File: config.mk
export PLATFORM = sky130hd
export DESIGN_NAME = piso_tx_ctrl_flat
export DESIGN_NICKNAME = d
export VERILOG_FILES = /design/src/rtl/piso_tx_ctrl_pkg.sv /design/src/rtl/piso_tx_ctrl_if.sv /design/src/rtl/piso_tx_ctrl.sv /design/src/flat_wrapper.sv
export SDC_FILE = /design/constraint.sdc
export NUM_CORES = 1
export LEC_CHECK = 0
export CAP_MARGIN = 20
export CORE_MARGIN = 2
export CORE_UTILIZATION = 48
export CTS_CLUSTER_SIZE = 16
export DETAILED_ROUTE_END_ITERATION = 8
export PLACE_DENSITY = 0.78
export SLEW_MARGIN = 30
export SYNTH_ARGS = -nofsm -noshare
export SYNTH_HDL_FRONTEND = slang
export SYNTH_SLANG_ARGS = --single-unit
File: constraint.sdc
create_clock -name clk -period 2.11 [get_ports clk]
set_input_delay 0.3165 -clock clk [delete_from_list [all_inputs] [get_ports clk]]
set_output_delay 0.3165 -clock clk [all_outputs]
set_load 0.01 [all_outputs]
File: src/rtl/piso_tx_ctrl_pkg.sv
// Shared definitions for the PISO transmit controller: state encoding, default width and
// bit-counter sizing.
package piso_pkg;

  typedef enum logic [1:0] {
    StIdle  = 2'd0,
    StLoad  = 2'd1,
    StShift = 2'd2,
    StGap   = 2'd3
  } state_e;

  localparam int unsigned DefaultWidth = 4;
  localparam int unsigned DefaultCntW  = $clog2(DefaultWidth);

  // Keeps the bit counter at least one bit wide so WIDTH=1 still elaborates.
  function automatic int unsigned cnt_width(int unsigned width);
    return (width > 1) ? $clog2(width) : 1;
  endfunction

endpackage

File: src/rtl/piso_tx_ctrl_if.sv
// Producer handshake plus PISO-facing and status signals of the transmit controller.
interface piso_tx_ctrl_if
  import piso_pkg::*;
#(
  parameter int unsigned WIDTH = DefaultWidth
) ();

  logic             in_valid;
  logic [WIDTH-1:0] in_data;
  logic             in_ready;
  logic             s_lbar;
  logic [WIDTH-1:0] din;
  logic             bit_valid;
  logic             frame_start;
  logic             frame_end;
  logic             busy;
  logic [7:0]       words_sent;

  modport master (
    output in_valid, in_data,
    input  in_ready, s_lbar, din, bit_valid, frame_start, frame_end, busy, words_sent
  );

  modport slave (
    input  in_valid, in_data,
    output in_ready, s_lbar, din, bit_valid, frame_start, frame_end, busy, words_sent
  );

endinterface

File: src/rtl/piso_tx_ctrl.sv
// Sequences an external PISO through LOAD, SHIFT and optional GAP phases, with a one-word
// hold buffer in front of it and a wrapping count of completed frames.
module piso_tx_ctrl
  import piso_pkg::*;
#(
  parameter int unsigned WIDTH = DefaultWidth,
  parameter int unsigned GAP   = 0
) (
  input logic           clk,
  input logic           rst,
  piso_tx_ctrl_if.slave bus
);

  localparam int unsigned CntW = cnt_width(WIDTH);

  state_e           state_q, state_d;
  logic [CntW-1:0]  bit_cnt_q, bit_cnt_d;
  logic [3:0]       gap_cnt_q, gap_cnt_d;
  logic [WIDTH-1:0] hold_q, hold_d;
  logic             pend_v_q, pend_v_d;
  logic [7:0]       words_q, words_d;
  logic             push;

  // The LOAD cycle frees the buffer, so a new word may be accepted alongside the pop.
  assign bus.in_ready = !rst && (!pend_v_q || state_q == StLoad);
  assign push         = bus.in_valid && bus.in_ready;

  always_comb begin
    hold_d    = push ? bus.in_data : hold_q;
    pend_v_d  = pend_v_q;
    state_d   = state_q;
    bit_cnt_d = bit_cnt_q;
    gap_cnt_d = gap_cnt_q;
    words_d   = words_q;

    if (push) begin
      pend_v_d = 1'b1;
    end else if (state_q == StLoad) begin
      pend_v_d = 1'b0;
    end

    case (state_q)
      StIdle: begin
        if (pend_v_d) state_d = StLoad;
      end
      StLoad: begin
        state_d   = StShift;
        bit_cnt_d = CntW'(WIDTH - 1);
      end
      StShift: begin
        if (bit_cnt_q == '0) begin
          words_d = words_q + 8'd1;
          if (GAP > 0) begin
            state_d   = StGap;
            gap_cnt_d = 4'(GAP - 1);
          end else begin
            state_d = pend_v_d ? StLoad : StIdle;
          end
        end else begin
          bit_cnt_d = bit_cnt_q - 1'b1;
        end
      end
      StGap: begin
        if (gap_cnt_q == 4'd0) begin
          state_d = pend_v_d ? StLoad : StIdle;
        end else begin
          gap_cnt_d = gap_cnt_q - 4'd1;
        end
      end
      default: state_d = StIdle;
    endcase
  end

  always_ff @(posedge clk) begin
    if (rst) begin
      state_q   <= StIdle;
      bit_cnt_q <= '0;
      gap_cnt_q <= '0;
      hold_q    <= '0;
      pend_v_q  <= 1'b0;
      words_q   <= '0;
    end else begin
      state_q   <= state_d;
      bit_cnt_q <= bit_cnt_d;
      gap_cnt_q <= gap_cnt_d;
      hold_q    <= hold_d;
      pend_v_q  <= pend_v_d;
      words_q   <= words_d;
    end
  end

  assign bus.s_lbar      = (state_q != StLoad);
  assign bus.din         = hold_q;
  assign bus.bit_valid   = (state_q == StShift);
  assign bus.frame_start = (state_q == StShift) && (bit_cnt_q == CntW'(WIDTH - 1));
  assign bus.frame_end   = (state_q == StShift) && (bit_cnt_q == '0);
  assign bus.busy        = (state_q != StIdle);
  assign bus.words_sent  = words_q;

endmodule

File: src/flat_wrapper.sv
// flat-port wrapper written by rule: the top's interface ports become plain ports
module piso_tx_ctrl_flat import piso_pkg::*;
#(
  parameter int unsigned WIDTH = DefaultWidth,
  parameter int unsigned GAP   = 0
)
  (clk, rst, bus_in_valid, bus_in_data, bus_in_ready, bus_s_lbar, bus_din, bus_bit_valid, bus_frame_start, bus_frame_end, bus_busy, bus_words_sent);
  piso_tx_ctrl_if #(.WIDTH(WIDTH)) bus_i ();
  input logic clk;
  input logic rst;
  input wire logic [$bits(bus_i.in_valid)-1:0] bus_in_valid;
  input wire logic [$bits(bus_i.in_data)-1:0] bus_in_data;
  output wire logic [$bits(bus_i.in_ready)-1:0] bus_in_ready;
  output wire logic [$bits(bus_i.s_lbar)-1:0] bus_s_lbar;
  output wire logic [$bits(bus_i.din)-1:0] bus_din;
  output wire logic [$bits(bus_i.bit_valid)-1:0] bus_bit_valid;
  output wire logic [$bits(bus_i.frame_start)-1:0] bus_frame_start;
  output wire logic [$bits(bus_i.frame_end)-1:0] bus_frame_end;
  output wire logic [$bits(bus_i.busy)-1:0] bus_busy;
  output wire logic [$bits(bus_i.words_sent)-1:0] bus_words_sent;
  assign bus_i.in_valid = bus_in_valid;
  assign bus_i.in_data = bus_in_data;
  assign bus_in_ready = bus_i.in_ready;
  assign bus_s_lbar = bus_i.s_lbar;
  assign bus_din = bus_i.din;
  assign bus_bit_valid = bus_i.bit_valid;
  assign bus_frame_start = bus_i.frame_start;
  assign bus_frame_end = bus_i.frame_end;
  assign bus_busy = bus_i.busy;
  assign bus_words_sent = bus_i.words_sent;
  piso_tx_ctrl #(.WIDTH(WIDTH), .GAP(GAP)) u_core (.clk(clk), .rst(rst), .bus(bus_i));
endmodule
* Yosys cells after proc, flatten, opt, wreduce, memory -nomap -nowiden
Cells that the tools add are included.
** Cells by class
- Add/subtract/negate cells :: 3
- Equality and inequality tests :: 9
- Muxes and demuxes :: 9
- Bitwise operators :: 1
- Reductions and logical operators :: 16
** Operators with widths (number)
- 8-bit by 1-bit adder with 8-bit output (second input constant) :: 1
- 2-bit two-way mux :: 4
- 2-bit by 1-bit inequality test with 1-bit output (second input constant) :: 4
- 2-bit case mux with 4 select lines :: 1
- 2-bit == test (second input constant) :: 3
- 2-bit AND reduction :: 3
- 1-bit logical AND :: 4
- 2-bit logical NOT :: 2
- 4-bit logical NOT :: 1
- 2-bit case mux with 2 select lines :: 1
- 2-bit nonzero test :: 2
- 4-bit by 1-bit subtractor with 4-bit output (second input constant) :: 1
- 1-bit two-way mux :: 3
- 3-bit AND reduction :: 1
- 2-bit by 1-bit == test with 1-bit output (second input constant) :: 1
- 1-bit logical NOT :: 2
- 2-bit inequality test (second input constant) :: 1
- 2-bit by 1-bit subtractor with 2-bit output (second input constant) :: 1
- 1-bit logical OR :: 1
- 1-bit NOT :: 1
** Word-level totals
- Register bits :: 21
- Input bits :: 7
- Word-level logic and storage cells :: 44

* Depth between registers and ports, before layout
- Depth in word-level cells :: 8
- Gate-level depth with buffers :: 5

* Least setup slack after synthesis
No wires, ideal clock.
- Path type :: register to register
- Start :: reg u_core.bit_cnt_q[0]
- End :: reg u_core.words_q[5] (netlist: u_core.bus.words_sent[5])
- Setup time :: 0.071 ns
- Data arrival time :: 1.386 ns
- Data required time :: 2.039 ns
- Slack :: 0.653 ns
- Stages on the path, launching flop included :: 6
- Path buffers :: 0
- Clock period less this slack :: 1.457 ns
- Cell sequence :: dfxtp_1 -> inv_1 -> ha_1 -> nand3b_4 -> or4_1 -> a21oi_1
** On the way
- Word-level cells in the longest chain between the ends :: 2
** Ends and longest elaborated chain
- from (decl) :: line piso_tx_ctrl.sv:17 : logic [CntW-1:0] bit_cnt_q, bit_cnt_d;
- from (signal assigned) :: line piso_tx_ctrl.sv:84 : bit_cnt_q <= bit_cnt_d;
- 2-bit logical NOT :: line piso_tx_ctrl.sv:51 : if (bit_cnt_q == '0) begin
- 2-bit AND reduction (no source line)
- to (signal assigned) :: line piso_tx_ctrl.sv:88 : words_q <= words_d;
- to (decl) :: line piso_tx_ctrl.sv:21 : logic [7:0] words_q, words_d;
Every way passes these cells.
A chain may end at the register's enable or synchronous reset.

* Worst setup path after layout
- Start :: reg u_core.state_q[1]
- End :: out bus_in_ready
** On the way
- Word-level cells in the longest chain between the ends :: 3
** Ends and longest elaborated chain
- from (decl) :: line piso_tx_ctrl.sv:16 : state_e state_q, state_d;
- from (signal assigned) :: line piso_tx_ctrl.sv:76 : state_q <= StIdle;
- from (signal assigned) :: line piso_tx_ctrl.sv:83 : state_q <= state_d;
- 2-bit by 1-bit == test with 1-bit output :: line piso_tx_ctrl.sv:25 : assign bus.in_ready = !rst && (!pend_v_q || state_q == StLoad);
- 1-bit logical OR :: line piso_tx_ctrl.sv:25
- 1-bit logical AND :: line piso_tx_ctrl.sv:25
- to (decl) :: line flat_wrapper.sv:13 : output wire logic [$bits(bus_i.in_ready)-1:0] bus_in_ready;
Every way passes these cells.

==> Implementation_results.wiki <==
{| class="wikitable"
! Metric !! Value
|-
| Status || completed
|-
| Tightest Pin Transition || 0.477 ns
|-
| Clock power frac || 23.9%
|-
| Sequential Power Share || 55.6%
|-
| Commonest register cell after synthesis || sky130_fd_sc_hd__dfxtp_1
|-
| Wirelength, routed || 1950 µm
|-
| Pwr/cell area || 587 nW/µm²
|-
| Starting Density || 51.9%
|-
| Family with the most delay on the worst path || buffers and inverters
|-
| H-tree levels || 1
|-
| Clk_lat worst skew || 0.30 ns
|-
| Post-synthesis to final-layout area growth || 29.7%
|-
| Number of placement rows || 16
|-
| Number of buffer and inverter instances along the worst setup path || 1
|-
| Seq cells post-synth || 21
|-
| Max stage delay cell, worst path || sky130_fd_sc_hd__clkdlybuf4s50_1
|-
| Leading post-synthesis cells by cell area || sky130_fd_sc_hd__dfxtp_1 41%, sky130_fd_sc_hd__a21oi_1 5.4%, sky130_fd_sc_hd__ha_1 4.9%
|-
| Peak VDD IR || 0.000514 V
|-
| Total clock buffers created by CTS || 3
|-
| Met1 usage in global routing || 21.3%
|-
| Clock Skew || 0.00827 ns
|-
| Vias after detailed routing || 888
|-
| Half-perimeter wire length of the detailed placement result || 1490 µm
|-
| Routability congestion estimate || 0.717
|-
| Met3 Track Usage GR || 3.87%
|-
| Standby leakage power || 0.510 nW
|-
| Fraction of final layout cells sized beyond drive strength 1 || 11.9%
|-
| Critical path endpoint category || output port
|-
| Cell Chain, Critical Path || nand2b_2 > a21oi_1 > clkdlybuf4s50_1
|-
| TritonCTS clock tree || built
|-
| Initial antenna violation count || 0
|-
| Root Buffer || sky130_fd_sc_hd__clkbuf_4
|-
| Number of global-route vias before repair || 818
|-
| Setup TNS Final || 0 ns
|-
| I/O pin count || 25
|-
| Layout Nets || 146
|-
| Internal Power || 0.000579 W
|-
| Sequential-to-total area share from yosys stat || 40.9%
|-
| Per-cell via count in the routed design || 5.52
|-
| Number of nets in the synthesized netlist || 119
|-
| Arr. time, crit path || 1.68 ns
|-
| Time the worst path needs with I/O delays and setup || 2.00 ns
|-
| Global-route congestion overflow total || 0
|-
| RSZ-0062 raised after global routing || false
|-
| Category of the critical setup timing path || flop to output port
|-
| First-pass GRT wire length || 3550 µm
|-
| Cell taking the most area after synthesis || sky130_fd_sc_hd__dfxtp_1
|-
| Overall track demand over capacity in global routing || 17.7%
|-
| Minimum setup slack after placement || 0.313 ns
|-
| Area of the core || 1980 µm²
|-
| GR peak layer || met2
|-
| Chip Height || 50.3 µm
|-
| Share of total power in combinational logic || 20.6%
|-
| DRC violation total after the first TritonRoute iteration || 7
|-
| Average footprint of a synthesized cell || 9.52 µm²
|-
| Number of gates resized after cts || 1
|-
| Count of hold-fix buffers inserted at cts || 0
|-
| Cell Area, Synth || 1030 µm²
|-
| Max-slew violations || 0
|-
| Fraction of registers with async set/reset || 0%
|-
| Floorplan die area || 2530 µm²
|-
| Final number of hold-violating endpoints || 0
|-
| Final setup violating endpoints || 0
|-
| Fraction of the cycle the final worst path needs || 94.6%
|-
| Max-cap viol count || 0
|-
| Count of yosys warnings during synthesis || 0
|-
| Maximum buffer depth of the clock tree || 2
|-
| Kind of path behind the tightest hold check || flop to flop
|-
| Number of enable flip-flop cells after synthesis || 0
|-
| Number of iterations in the first detailed-routing pass || 4
|-
| Switch Pwr || 0.000204 W
|-
| Switching power share of the total || 26.1%
|-
| DRC violations left || 0
|-
| Met2 usage in global routing || 31.1%
|-
| Max FO, Critical Path || 12
|-
| Antenna Violating Nets Remaining || 0
|-
| Largest net degree at the start of global routing || 21
|-
| Clock Sinks || 21
|-
| Gate Count Post-Synth || 108
|-
| Port Buffers || 24
|-
| Die Width || 50.3 µm
|-
| Clock edge transition at the registers on the reported setup and hold paths || 0.11 ns
|-
| Least setup slack across all paths after layout || 0.114 ns
|-
| CP required || 1.79 ns
|-
| Most frequent cells after synthesis || 21 x sky130_fd_sc_hd__dfxtp_1, 11 x sky130_fd_sc_hd__a21oi_1, 7 x sky130_fd_sc_hd__inv_1
|-
| Element type at the critical path start || flop
|-
| Relative max-transition margin || 68.2%
|-
| Share of the synthesized area in the top cell type || 40.9%
|-
| Cell with the most instances after synthesis || sky130_fd_sc_hd__dfxtp_1
|-
| Buffers inserted by post-CTS timing repair || 0
|-
| Fmax || 501 MHz
|-
| Average routed wire per standard cell || 12.1 µm
|-
| Biggest cell delay along the critical path || 0.54 ns
|-
| Distinct cells, synth || 36
|-
| Number of diodes || 0
|}
layout make-up:
cell class              instances  area [µm²]
fillers                       158         648
multi-input cells              76         571
flip-flops and latches         21         422
repair buffers                 26         255
well taps                      27        33.8
clock buffers                   4        26.3
inverters                       7        26.3
cell families after synthesis:
logic type | share of synthesized area, %
buffers and inverters | 4.87
DFF | 40.9
adders and majority gates | 4.87
and+or+nand+nor | 23.4
xor gates and xnor gates | 2.56
AOI/OAI and AO/OA | 17.0
muxes | 6.45
power by group through the flow:
stage / combinational [W] / clock (W) / sequential, W
after floorplan: 0.0000907 / 0 / 0.000443
after global placement: 0.000148 / 0 / 0.000443
after global routing: 0.000179 / 0.000210 / 0.000439
after detailed placement: 0.000153 / 0 / 0.000444
final: 0.000161 / 0.000187 / 0.000435
after CTS: 0.000155 / 0.000195 / 0.000435
placed cells by master, fill, tap and decap left out, drive strengths merged, types with 5 or more instances in the layout:
cell type / count
inv: 7
clkdlybuf4s50: 24
dfxtp: 21
mux2: 5
a21oi: 11
nor2b: 6
o21ai: 6
nor2: 6
or3: 5
path summary, 6_finish.rpt:
check / start / slack [ns] / cells after the start / end
worst min register to register: u_core.bus.words_sent[7]$_SDFFE_PP0P_ / 0.49 / 2 / u_core.bus.words_sent[7]$_SDFFE_PP0P_
worst min-delay path: u_core.bus.words_sent[7]$_SDFFE_PP0P_ / 0.49 / 2 / u_core.bus.words_sent[7]$_SDFFE_PP0P_
worst max register to register: u_core.bit_cnt_q[0]$_SDFFE_PP0P_ / 0.59 / 5 / u_core.bus.words_sent[5]$_SDFFE_PP0P_
worst max-delay path: u_core.state_q[1]$_SDFFE_PP0P_ / 0.11 / 3 / bus_in_ready
per-layer routing:
layer / up-vias / part of all wire [%] / routed length [µm]
li1: 444 / - / -
met1: 426 / 43 / 831
met2: 14 / 53 / 1030
met3: 4 / 3.6 / 70
met4: 0 / 1.0 / 20
met5: - / 0 / 0
sequential cells by signal (all words and copies together), names as in the netlist:
register               flops
u_core.state_q             2
u_core.bus.din             4
u_core.bit_cnt_q           2
u_core.gap_cnt_q           4
u_core.pend_v_q            1
u_core.bus.words_sent      8
per-stage QoR:
stage	area (µm²)	util (%)	std cells	hold WS (ns)	power (W)
floorplan	1030	-	108	0.434	0.000534
global placement	1290	65.3	157	0.462	0.000591
detailed placement	1290	65.3	157	0.477	0.000597
CTS	1320	66.7	161	0.493	0.000785
global route	1330	67.3	161	0.530	0.000828
finish	1330	67.3	161	0.490	0.000783
tightest hold or removal path, cell delays in order (launching register included):
cell                      delay (ns)
sky130_fd_sc_hd__dfxtp_1        0.33
sky130_fd_sc_hd__o31ai_1        0.06
sky130_fd_sc_hd__a21oi_1        0.06
No activity file was read; power rests on OpenSTA's default activity.
